$ cat config.mk
export PLATFORM = sky130hd
export DESIGN_NAME = fetch_stage
export DESIGN_NICKNAME = d
export VERILOG_FILES = /design/src/rtl/riscv_pkg.sv /design/src/rtl/fetch_fifo.sv /design/src/rtl/fetch_stage.sv
export SDC_FILE = /design/constraint.sdc
export NUM_CORES = 1
export LEC_CHECK = 0
export ABC_AREA = 1
export CORE_MARGIN = 2
export CORE_UTILIZATION = 53
export CTS_BUF_LIST = sky130_fd_sc_hd__clkbuf_16
export DETAILED_ROUTE_END_ITERATION = 16
export PLACE_DENSITY = 0.86
export SYNTH_ARGS = -nofsm -noshare
export SYNTH_HDL_FRONTEND = slang
export SYNTH_SLANG_ARGS = --single-unit
$ cat constraint.sdc
create_clock -name clk -period 5.45 [get_ports clk]
set_input_delay 0.545 -clock clk [delete_from_list [all_inputs] [get_ports clk]]
set_output_delay 0.545 -clock clk [all_outputs]
set_load 0.01 [all_outputs]
$ cat src/rtl/riscv_pkg.sv
// Shared RV32I pipeline definitions used by the fetch stage.
package riscv_pkg;

    localparam int XLEN = 32;

    // addi x0, x0, 0 -- what decode sees when no fetched instruction is presented
    localparam logic [XLEN-1:0] NOP_INST = 32'h0000_0013;

    // One buffered fetch result: the instruction and the PC it was fetched from
    typedef struct packed {
        logic [XLEN-1:0] pc;
        logic [XLEN-1:0] inst;
    } fetch_entry_t;

    // Instructions are word aligned; low address bits of a target are ignored
    function automatic logic [XLEN-1:0] word_align(input logic [XLEN-1:0] addr);
        return {addr[XLEN-1:2], 2'b00};
    endfunction

endpackage

$ cat src/rtl/fetch_fifo.sv
// Small synchronous FIFO with flush. Push while full is accepted only when a
// pop happens on the same edge; pop while empty is ignored.
module fetch_fifo #(
    parameter int WIDTH = 32,
    parameter int DEPTH = 2,
    parameter int CW    = $clog2(DEPTH + 1)
) (
    input  logic             clk,
    input  logic             rst,
    input  logic             flush,
    input  logic             push,
    input  logic [WIDTH-1:0] push_data,
    input  logic             pop,
    output logic [WIDTH-1:0] head_data,
    output logic [CW-1:0]    count,
    output logic             full,
    output logic             empty
);

    localparam int PW = (DEPTH > 1) ? $clog2(DEPTH) : 1;

    logic [WIDTH-1:0] mem [DEPTH];
    logic [PW-1:0]    wr_ptr;
    logic [PW-1:0]    rd_ptr;
    logic             do_push;
    logic             do_pop;

    function automatic logic [PW-1:0] ptr_inc(input logic [PW-1:0] p);
        return (p == PW'(DEPTH - 1)) ? '0 : p + 1'b1;
    endfunction

    assign full      = (count == CW'(DEPTH));
    assign empty     = (count == '0);
    assign do_pop    = pop && !empty;
    assign do_push   = push && (!full || do_pop);
    assign head_data = mem[rd_ptr];

    // Storage write; contents need no reset because count gates visibility
    always_ff @(posedge clk) begin
        if (do_push && !flush) begin
            mem[wr_ptr] <= push_data;
        end
    end

    // Pointer and occupancy bookkeeping; flush empties the queue
    always_ff @(posedge clk) begin
        if (rst || flush) begin
            wr_ptr <= '0;
            rd_ptr <= '0;
            count  <= '0;
        end else begin
            if (do_push) wr_ptr <= ptr_inc(wr_ptr);
            if (do_pop)  rd_ptr <= ptr_inc(rd_ptr);
            count <= count + CW'(do_push) - CW'(do_pop);
        end
    end

endmodule

$ cat src/rtl/fetch_stage.sv
// IF stage: owns the fetch PC, issues in-order requests to instruction memory,
// buffers {pc, inst} pairs for decode and discards stale responses on redirect.
//
// Handshakes: an imem request transfers on a cycle with imem_req && imem_gnt;
// imem_addr holds while imem_req is high and not granted. imem_rvalid carries
// the response to the oldest granted request. Decode consumes the presented
// entry on a cycle with ValidF && !StallF.
module fetch_stage
    import riscv_pkg::*;
#(
    parameter logic [31:0] RESET_PC        = 32'h0000_0000,
    parameter int          FIFO_DEPTH      = 2,
    parameter int          MAX_OUTSTANDING = 2
) (
    input  logic        clk,
    input  logic        rst,
    output logic        imem_req,
    output logic [31:0] imem_addr,
    input  logic        imem_gnt,
    input  logic        imem_rvalid,
    input  logic [31:0] imem_data,
    input  logic        StallF,
    input  logic        PCSrcE,
    input  logic [31:0] PCTargetE,
    output logic [31:0] InstF,
    output logic [31:0] PCF,
    output logic [31:0] PCPlus4F,
    output logic        ValidF
);

    localparam int OW = $clog2(MAX_OUTSTANDING + 1);
    localparam int BW = $clog2(FIFO_DEPTH + 1);
    localparam int EW = $bits(fetch_entry_t);

    logic [31:0]   req_pc;
    logic [OW-1:0] outstanding;
    logic [OW-1:0] outstanding_next;
    logic [OW-1:0] kill;

    logic          accept;
    logic          rv_eff;
    logic          pop;
    logic          buf_push;
    logic [31:0]   slots_in_use;
    logic          credit_ok;

    logic [EW-1:0] buf_head;
    logic [BW-1:0] buf_count;
    logic          buf_full;
    logic          buf_empty;
    fetch_entry_t  head;
    fetch_entry_t  push_entry;

    logic [31:0]   pcq_head;
    logic [OW-1:0] pcq_count;
    logic          pcq_full;
    logic          pcq_empty;

    // A response with nothing outstanding is a protocol error and is ignored
    assign rv_eff = imem_rvalid && (outstanding != '0);
    assign pop    = !buf_empty && !StallF && !PCSrcE;

    // Buffer slots are reserved at request time. The head leaving this cycle
    // frees its slot immediately, which sustains one instruction per cycle.
    assign slots_in_use = 32'(outstanding) + 32'(buf_count) - 32'(pop);
    assign credit_ok    = (slots_in_use < 32'(FIFO_DEPTH))
                       && (outstanding < OW'(MAX_OUTSTANDING));

    assign imem_req  = !rst && !PCSrcE && credit_ok;
    assign imem_addr = req_pc;
    assign accept    = imem_req && imem_gnt;

    assign outstanding_next = outstanding + OW'(accept) - OW'(rv_eff);

    // Killed responses are popped from the PC queue but never reach the buffer
    assign buf_push        = rv_eff && (kill == '0) && !PCSrcE;
    assign push_entry.pc   = pcq_head;
    assign push_entry.inst = imem_data;

    // PCs of accepted requests, matched in order to returning data
    fetch_fifo #(
        .WIDTH (32),
        .DEPTH (MAX_OUTSTANDING),
        .CW    (OW)
    ) u_pc_queue (
        .clk       (clk),
        .rst       (rst),
        .flush     (1'b0),
        .push      (accept),
        .push_data (req_pc),
        .pop       (rv_eff),
        .head_data (pcq_head),
        .count     (pcq_count),
        .full      (pcq_full),
        .empty     (pcq_empty)
    );

    // Fetched instructions waiting for decode
    fetch_fifo #(
        .WIDTH (EW),
        .DEPTH (FIFO_DEPTH),
        .CW    (BW)
    ) u_fetch_buf (
        .clk       (clk),
        .rst       (rst),
        .flush     (PCSrcE),
        .push      (buf_push),
        .push_data (push_entry),
        .pop       (pop),
        .head_data (buf_head),
        .count     (buf_count),
        .full      (buf_full),
        .empty     (buf_empty)
    );

    assign head     = buf_head;
    assign ValidF   = !buf_empty;
    assign InstF    = ValidF ? head.inst : NOP_INST;
    assign PCF      = ValidF ? head.pc : 32'h0;
    assign PCPlus4F = ValidF ? head.pc + 32'd4 : 32'h0;

    // Fetch PC, in-flight count and stale-response counter
    always_ff @(posedge clk) begin
        if (rst) begin
            req_pc      <= RESET_PC;
            outstanding <= '0;
            kill        <= '0;
        end else begin
            outstanding <= outstanding_next;
            if (PCSrcE) begin
                req_pc <= word_align(PCTargetE);
                kill   <= outstanding_next;
            end else begin
                if (accept) req_pc <= req_pc + 32'd4;
                if (rv_eff && (kill != '0)) kill <= kill - 1'b1;
            end
        end
    end

    a_rvalid_with_request: assert property (@(posedge clk) disable iff (rst)
        !(imem_rvalid && (outstanding == '0)));

    a_pc_queue_tracks: assert property (@(posedge clk) disable iff (rst)
        (pcq_count == outstanding) && (pcq_empty == (outstanding == '0)));

    a_pc_queue_room: assert property (@(posedge clk) disable iff (rst)
        !(accept && pcq_full && !rv_eff));

    a_buf_no_overflow: assert property (@(posedge clk) disable iff (rst)
        !(buf_push && buf_full && !pop));

endmodule

# [Yosys cells after proc, flatten, opt, wreduce, memory -nomap -nowiden]
# Memories as Yosys holds them, arrays and structs flattened. A register that Yosys moved wholly into a read port is not among the register bits.
# Index checks and enable logic that the tools add are counted.
[totals] regBits=44 mem_bits_rw=192 in_bits=70 out_inout_bits=130 wordCells=83 memories=2
[op_classes] add_sub_neg=15 n_lt_le_gt_ge=2 n_eq_ne=2 n_mux=19 reduce_logical=33
[memory_table] name="u_fetch_buf.mem" depth=2 width=64 read_ports=1 rd_ports_with_merged_regs=1 write_ports=1 line_no="fetch_fifo.sv:22" text="logic [WIDTH-1:0] mem [DEPTH];"
[memory_table] name="u_pc_queue.mem" depth=2 width=32 read_ports=1 rd_ports_with_merged_regs=1 write_ports=1 line_no="fetch_fifo.sv:22"
[op_table] op="$mux W32" count=5
[op_table] op="$add A32 B3 Y32 const B" count=2
[op_table] op="$lt A32 B2 Y1 const B" count=1
[op_table] op="$logic_and A1 B1 Y1" count=15
[op_table] op="$mux W1" count=12
[op_table] op="$reduce_bool A2 Y1" count=4
[op_table] op="$logic_not A1 Y1" count=7
[op_table] op="$add A2 B1 Y2" count=3
[op_table] op="$logic_not A2 Y1" count=3
[op_table] op="$sub A2 B1 Y2" count=3
[op_table] op="$add A1 B1 Y1 const B" count=4
[op_table] op="$eq A2 B2 Y1 const B" count=2
[op_table] op="$mux W2" count=2
[op_table] op="$sub A3 B1 Y4" count=1
[op_table] op="$add A2 B2 Y3" count=1
[op_table] op="$logic_or A1 B1 Y1" count=3
[op_table] op="$lt A2 B2 Y1 const B" count=1
[op_table] op="$reduce_or A2 Y1" count=1
[op_table] op="$sub A2 B1 Y2 const B" count=1

# [Longest topological paths before layout]
# Gate-level depths: netlist of run 1.
[depth] word_depth=12 ltp_mapped=20 depth_no_buf=19

# [By module]
# A second synthesis of run 1 with hierarchy kept.
[unflattened] cells_unflattened=1164 hier_area_um2=12055.3
[modules_own_cells] module="fetch_fifo at u_fetch_buf" n_inst=1 cells_each=240 area_each_um2=5180.0 seq_area_each_um2=3943.8
[modules_own_cells] module="fetch_stage" n_inst=1 cells_each=783 area_each_um2=4142.7 seq_area_each_um2=680.7
[modules_own_cells] module="fetch_fifo at u_pc_queue" n_inst=1 cells_each=141 area_each_um2=2732.6 seq_area_each_um2=2021.9

# [Worst setup path after synthesis of run 1]
# OpenSTA, ideal clock, no wires.
[synth_path] kind="input port to flip-flop" startpoint="input PCSrcE" endpoint="memory u_fetch_buf.mem[1][0] (netlist bit) (enable)" setup_time_ps=484 arrival_ps=3728 t_required_ps=4966 path_slack_ps=1238 path_stages=6 n_path_buf=1 cell_sequence="buf_2 -> nor2_1 -> nand2_1 -> nand3_1 -> nand4_1 -> nor2_1"
[synth_between] elab_chain_cells=8 word_cells_on_any_way=9
[synth_lines] element="start: declaration" line_no="fetch_stage.sv:23" text="input logic PCSrcE,"
[synth_lines] element="$logic_not A1 Y1 (*)" line_no="fetch_fifo.sv:40, fetch_stage.sv:61, fetch_stage.sv:76"
[synth_lines] element="$logic_and A1 B1 Y1" line_no="fetch_stage.sv:61" text="assign pop = !buf_empty && !StallF && !PCSrcE;"
[synth_lines] element="$logic_and A1 B1 Y1" line_no="fetch_fifo.sv:34" text="assign do_pop = pop && !empty;"
[synth_lines] element="$logic_or A1 B1 Y1" line_no="fetch_fifo.sv:35" text="assign do_push = push && (!full || do_pop);"
[synth_lines] element="$logic_and A1 B1 Y1" line_no="fetch_fifo.sv:35"
[synth_lines] element="$logic_and A1 B1 Y1 (*)" line_no="fetch_fifo.sv:40" text="if (do_push && !flush) begin"
[synth_lines] element="$mux W1 (*)" line_no="fetch_fifo.sv:40"
[synth_lines] element="$mux W1 (not written as such) (*)" line_no="fetch_fifo.sv:41" text="mem[wr_ptr] <= push_data;"
[synth_lines] element="end: declaration" line_no="fetch_fifo.sv:22"
# Mark *: on every way between the ends. The rest lies on a longest branch, timed or not.

==> impl_results.md, run 1 <==
* Seq/Total Area, Yosys at 58.20%
* Register Area at ~0.0064 mm²
* Clk root buf: clkbuf_16
* Crit-path cells: inv_2, buf_4, nand2_1, nand2_1, nand2_1, nor2_2, nand2_1, nor2_1, nand2_1, nand2_1, nand2_1, nor2_1, clkdlybuf4s50_1
* Routed vias/inst at roughly 5.2
* Core Area at 0.02030 mm²
* Avg WL per Cell at around 16 µm
* Overall Power at between 4 and 5 mW
* Tmin final at a little under 4 ns
* Yosys cell types at 33
* Worst Hold Launch: u_fetch_buf.rd_ptr
* Synthesized instance count at 1224
* Vias in the first global route at about 8500
* Initial Util at 54.23%
* Total Wirelength at 26240 µm
* # fillers at about 1600
* Switching share of power at between 20% and 30%
* Final Non-Filler Cells at 1689
* Reg2reg path depth at 19
* Worst r2r src: u_fetch_buf.count[1]
* Leak pwr at 5.176 nW
* Clock skew at roughly 0.01 ns
* Slew Viols, Final at 0
* Via Count at 8808
* Crit path DAT at about 3.4 ns
* Max transition margin at roughly 43%
* Site Rows at 52
* Area grow syn2layout at 25.26%
* FF-to-FF setup slack at 1.86 ns
* Max IR drop VDD at 219.9 µV
* Finished Cell Area at around 0.014 mm²
* Final cycle utilization of the critical path at 73.02%
* Clk slew on worst S/H paths at roughly 0.06 ns
* P_sw at 1.071 mW
* CP required at between 4 and 5 ns
* Footprint of the multi-input gates at a little over 0.004 mm²
* DRC viols at 0
* Largest net degree at the start of global routing at 84
* Max stage delay on crit path at about 0.57 ns
* Placed cell count at between 1500 and 2000
* Total Neg Setup Slack at 0 ns
* Dpl ws at about 1.2 ns
* Netlist Area Pre-Place at 0.01101 mm²
* Max-cap violations at 0
* DP Wirelength at about 18000 µm
* Syn. warnings at 0
* PD cells at 300.7 mW/mm²
* Slowest stage cell on the critical path: clkdlybuf4s50_1
* Crit path launch type: flip-flop
* Hold_buf cts at 0
* Share of layout cells above drive strength 1 at under 10%
* H-tree levels at 1
* Final Hold Viols at 0
* Status: complete, no violations
* #FFs+latches synth at ~230
* Unrepaired setup endpoints after global routing: false
* CTS tree: built
* Gp weighted congestion at slightly above 0.9
* Clock tree buffer depth at 3
* CTS Sinks at 228
* Global-route wire length before repair at 42010 µm
* FMAX at 251.3 MHz
* Antenna violations before repair at 0
* Initial DRT Pass Iterations at 6
* Post-route ant nets at 0
* Worst skew pair latency at between 0.4 and 0.5 ns
* CP Capture Type: output pin
* Die Height at between 100 and 150 µm
* Die Wd at around 150 µm
* Area post-placement at approximately 0.013 mm²
* Actual transition at the worst max-transition pin at 0.8480 ns
* Clock share of power at between 30% and 40%
* Congestion Overflow GR at 0
* Combinational fraction of design power at roughly 16%
* Internal power at a little over 3 mW
* Kind of critical path: reg2out
* Postcts setup bufs at 0
* Initial DRC count at 788
* GRT Total Usage at a little under a quarter
* Most used cell along the critical path: nand2_1
* Die Area at approximately 0.022 mm²
* Resized cells post-CTS at 0
* Sequential power share at between 50% and 60%
* Io pins at 200
* Setup slack after layout at around 1.5 ns
* Num CTS Buffers at 22
* Worst Path Max Fanout at just under 50
* PortBufs at around 190
* Fin nets at ~1500
* RR Endpoint: kill[1]
* Post-Syn Area per Cell at 8.994 µm²
* Diodes inserted at 0
* HP Class: reg2reg
* CP endpoint: PCPlus4F[27]
* Finish-stage setup viols at 0
power by group through the flow:
stage | clock (mW) | combinational [mW] | sequential [mW]
finish | 1.34 | 0.673 | 2.13
global route | 1.44 | 0.753 | 2.14
detailed placement | 0 | 0.667 | 2.16
global placement | 0 | 0.643 | 2.15
floorplan | 0 | 0.407 | 2.15
CTS | 1.36 | 0.673 | 2.13
synth_stat cells:
cell type / instances / share of area, %
nand2_1: 410 / 14
edfxtp_1: 184 / 50
nor2_1: 177 / 6.0
inv_1: 92 / 3.1
a21oi_1: 71 / 3.2
nand3_1: 54 / 2.5
dfxtp_1: 44 / 8.0
mux2_2: 30 / 3.1
o21ai_0: 23 / 1.0
clkbuf_1: 22 / 0.75
nand3b_1: 13 / 0.89
ha_1: 12 / 1.4
nor2_2: 11 / 0.63
xor2_1: 11 / 0.88
buf_2: 9 / 0.41
buf_4: 9 / 0.61
nand2_2: 8 / 0.45
nand4_1: 6 / 0.34
buf_1: 5 / 0.17
inv_2: 4 / 0.14
nor3_1: 4 / 0.18
o21ai_2: 4 / 0.32
buf_6: 3 / 0.31
nor2_4: 3 / 0.31
xnor2_1: 3 / 0.24
o21a_1: 2 / 0.14
o21ai_1: 2 / 0.091
o21bai_1: 2 / 0.14
or2_2: 2 / 0.11
conb_1: 1 / 0.034
fa_1: 1 / 0.18
mux2i_1: 1 / 0.091
nand3_2: 1 / 0.091
how the worst min path moves through the flow:
stage / cells after the start / to
final: 2 / u_fetch_buf.rd_ptr
after global routing: 2 / u_fetch_buf.rd_ptr
after CTS: 1 / u_pc_queue.rd_ptr
after detailed placement: 1 / flip-flop
after global placement: 1 / u_pc_queue.rd_ptr
after floorplan: 1 / flip-flop
final cells by class:
type	instances	area share, %
well taps	270	2.450
clock inverters	11	0.3267
multi-input cells	857	29.30
clock buffers	23	4.174
flip-flops and latches	228	46.47
repair buffers	204	14.66
inverters	96	2.613
registers in the layout, indices dropped and copies added (netlist names), named ones only:
register,cells
u_pc_queue.wr_ptr,1
u_fetch_buf.rd_ptr,1
u_fetch_buf.count,2
u_pc_queue.count,2
outstanding,2
kill,2
imem_addr,30
u_fetch_buf.wr_ptr,1
u_pc_queue.rd_ptr,1
u_pc_queue.mem,60
u_fetch_buf.mem,124
cells by family (layout without fill, tap and decap cells):
kind of cell    count (synthesis)  in the layout  synth area share [%]
simple gates                  689            689                 25.47
flops                         228            228                 58.20
buf+inv                       144            334                 5.524
compound gates                104            104                 4.956
mux                            31             31                 3.160
xor+xnor                       14             14                 1.114
fa+ha+maj                      13             13                 1.546
other cells                     1              6               0.03407
worst max-delay path, delay by kind of cell, from the launching register on:
family                 cells  cell delay [ns]
buffers and inverters      3             1.28
DFF                        1             0.47
and+or+nand+nor           10             1.15
routing by layer:
| layer | GRT usage [%] | vias up | share of wire [%] |
|---|---|---|---|
| met5 | 0 | - | 0 |
| met4 | 8.095 | 0 | 2.8 |
| met3 | 3.252 | 54 | 7.4 |
| met2 | 40.44 | 376 | 48 |
| met1 | 32.14 | 4038 | 41 |
| li1 | - | 4340 | - |
metrics by stage:
step                      hold slack, ns  utilization, %
after floorplan                   0.4258               -
after global placement            0.4375           64.87
after detailed placement          0.4549           64.87
after CTS                         0.4686           67.92
after global routing              0.4886           67.92
final                             0.4722           67.92
layout by cell type (no fill, tap or decap), drive strengths merged:
| cell type | count |
|---|---|
| xor2 | 11 |
| nand4 | 6 |
| xnor2 | 3 |
| o21a | 2 |
| nor2 | 191 |
| ha | 12 |
| buf | 13 |
| a21oi | 71 |
| nand3b | 13 |
| nor3 | 4 |
| dfxtp | 44 |
| conb | 6 |
| inv | 102 |
| o21ai | 29 |
| fa | 1 |
| mux2i | 1 |
| nand3 | 55 |
| or2 | 2 |
| clkinv | 4 |
| mux2 | 30 |
| clkbuf | 23 |
| nand2 | 418 |
| clkdlybuf4s50 | 191 |
| clkinvlp | 1 |
| edfxtp | 184 |
| o21bai | 2 |
(Power assumes the default switching activity.)
==> run 2, diff against run 1 <==
==> constraint.sdc (replaced) <==
create_clock -name clk -period 3.7 [get_ports clk]
set_input_delay 0.37 -clock clk [delete_from_list [all_inputs] [get_ports clk]]
set_output_delay 0.37 -clock clk [all_outputs]
set_load 0.01 [all_outputs]
==> run 2 against run 1 <==
Non-clock buffer count increased by 7. Largest power group unchanged. Setup slack got worse by 1.2 ns. Wire length hardly changed. Highest routed layer unchanged. Sequential cell count did not move.
==> impl_results.md, run 2 (synthesis results as in run 1) <==
* Register Area at 0.006410 mm² (was 0.006407 mm²)
* CP required at 3.33 ns (was 4.91 ns)
* DP Wirelength at 18420 µm (was 18140 µm)
* Area grow syn2layout at 26.48% (was 25.26%)
* Die Area at 0.02194 mm² (unchanged)
* H-tree levels at 1 (unchanged)
* Area post-placement at 0.01325 mm² (was 0.01317 mm²)
* Status: complete, no violations (unchanged)
* CP Capture Type: output pin (unchanged)
* Final cycle utilization of the critical path at 92.47%
* Clock tree buffer depth at 3 (unchanged)
* Crit path DAT at 3.05 ns (was 3.43 ns)
* Total Neg Setup Slack at 0 ns (unchanged)
* GRT Total Usage at 23.90% (was 23.92%)
* CTS tree: built (unchanged)
* Initial DRC count at 701 (was 788)
* FMAX at just under 300 MHz
* Io pins at 200 (unchanged)
* Finished Cell Area at 0.01392 mm² (was 0.01379 mm²)
* Site Rows at 52 (unchanged)
* Unrepaired setup endpoints after global routing: false (unchanged)
* HP Class: in2reg (was reg2reg)
* Post-route ant nets at 0 (unchanged)
* Clock skew at 0.01228 ns (was 0.009815 ns)
* Footprint of the multi-input gates at 0.004040 mm² (unchanged)
* Die Height at 148.1 µm (unchanged)
* Biggest register: u_fetch_buf.mem (unchanged)
* Congestion Overflow GR at 0 (unchanged)
* Largest net degree at the start of global routing at 84 (unchanged)
* Clk slew on worst S/H paths at 0.06 ns (about the same)
* Total Wirelength at 26230 µm (was 26240 µm)
* Max transition margin at 43.17% (was 43.47%)
* Clk root buf: clkbuf_16 (unchanged)
* Via Count at 8913 (was 8808)
* FF-to-FF setup slack at 0.51 ns (was 1.86 ns)
* Num CTS Buffers at 22 (unchanged)
* Kind of critical path: reg2out (unchanged)
* Finish-stage setup viols at 0 (unchanged)
* Gp weighted congestion at 0.9311 (was 0.9106)
* Hold_buf cts at 0 (unchanged)
* Leak pwr at 5.237 nW (was 5.176 nW)
* Routed vias/inst at 5.237 (was 5.215)
* Initial Util at 54.23% (unchanged)
* Core Area at 0.02030 mm² (unchanged)
* Commonest non-fill, non-tap cell in the layout: nand2_1 (unchanged)
* Antenna violations before repair at 0 (unchanged)
* # fillers at 1539 (was 1566)
* Share of layout cells above drive strength 1 at 8.240% (was 7.611%)
* Crit path launch type: flip-flop (unchanged)
* Commonest non-fill, non-tap cells in the layout: 410 x nand2_1, 191 x clkdlybuf4s50_1, 184 x edfxtp_1 (unchanged)
* PD cells at 446.4 mW/mm² (was 300.7 mW/mm²)
* Max FFs per register at 124 (unchanged)
* Worst skew pair latency at 0.50 ns (was 0.49 ns)
* Actual transition at the worst max-transition pin at 0.8524 ns (was 0.8480 ns)
* Global-route wire length before repair at 42500 µm (was 42010 µm)
* Initial DRT Pass Iterations at 6 (unchanged)
* Max IR drop VDD at 308.2 µV (was 219.9 µV)
* Slew Viols, Final at 0 (unchanged)
* CTS Sinks at 228 (unchanged)
* Final Hold Viols at 0 (unchanged)
* DRC viols at 0 (unchanged)
* PortBufs at 191 (unchanged)
* Worst Path Max Fanout at 20 (was 49)
* Avg WL per Cell at 15.41 µm (was 15.53 µm)
* Tmin final at 3.421 ns
* Max-cap violations at 0 (unchanged)
* Vias in the first global route at 8732 (was 8514)
* Fin nets at 1499 (was 1492)
* Diodes inserted at 0 (unchanged)
* Die Wd at 148.1 µm (unchanged)
## run 2: changes by cell type in the layout (fill, tap and decap cells not counted), sizes merged
| cell | delta |
|---|---|
| buf | +7 |
| clkinv | +6 |
| inv | -2 |
| bufinv | +1 |
| clkinvlp | +1 |
## run 2: worst max-delay path, cell delays in order, from the launching register on
cell and delay (ns):
dfxtp_4 0.42, clkinv_2 0.19, nand2_1 0.07, nand2_1 0.24, ha_1 0.27, inv_1 0.07, nor2_2 0.20, inv_2 0.08
nor2_2 0.19, nand2_1 0.08, nand2_1 0.05, nand2_1 0.04, nor2_1 0.08, clkdlybuf4s50_1 0.55
## run 2: area by class of cell
cell class	instances	share of cell area, %
multi-input cells	857	29.02
inverters	96	2.597
clock inverters	17	0.7099
flip-flops and latches	228	46.04
well taps	270	2.426
clock buffers	23	4.134
repair buffers	211	15.08
## run 2: timing repair
action | in CTS | in global routing
buffers inserted | 0 | 0
resized for setup | 0 | 2
endpoints found under the setup margin | 0 | 7
## run 2: through the flow
step | instances | hold slack, ns | worst slack, ns | power, mW | utilization (%)
after floorplan | 1229 | 0.4258 | 0.2625 | 3.760 | -
after global placement | 1662 | 0.4396 | 0.1186 | 4.135 | 65.25
after detailed placement | 1662 | 0.4553 | 0.002383 | 4.184 | 65.25
after CTS | 1702 | 0.4424 | 0.1208 | 6.243 | 68.57
after global routing | 1702 | 0.4393 | 0.03502 | 6.487 | 68.59
final | 1702 | 0.4571 | 0.2786 | 6.215 | 68.59
## run 2: routing by layer
layer / routed length (µm) / global-route usage, %
met1: 10740 / 31.66
met2: 12820 / 41.09
met3: 1914 / 3.129
met4: 761 / 7.810
met5: 0 / 0
## run 2: worst paths after layout
path              depth (start not counted)                  from                endpoint
setup / recovery                         13             flip-flop            PCPlus4F[30]
hold / removal                            1         imem_data[20]  u_fetch_buf.mem[0][20]
setup reg to reg                         18  u_fetch_buf.count[1]                 kill[1]
hold reg to reg                           1     u_pc_queue.rd_ptr       u_pc_queue.rd_ptr
## run 2: where the power goes
group,internal (mW),total (mW),switching [mW],leakage [nW]
sequential,3.01,3.13,0.123,2.03
combinational,0.428,1.00,0.576,2.86
clock,1.19,2.08,0.889,0.346
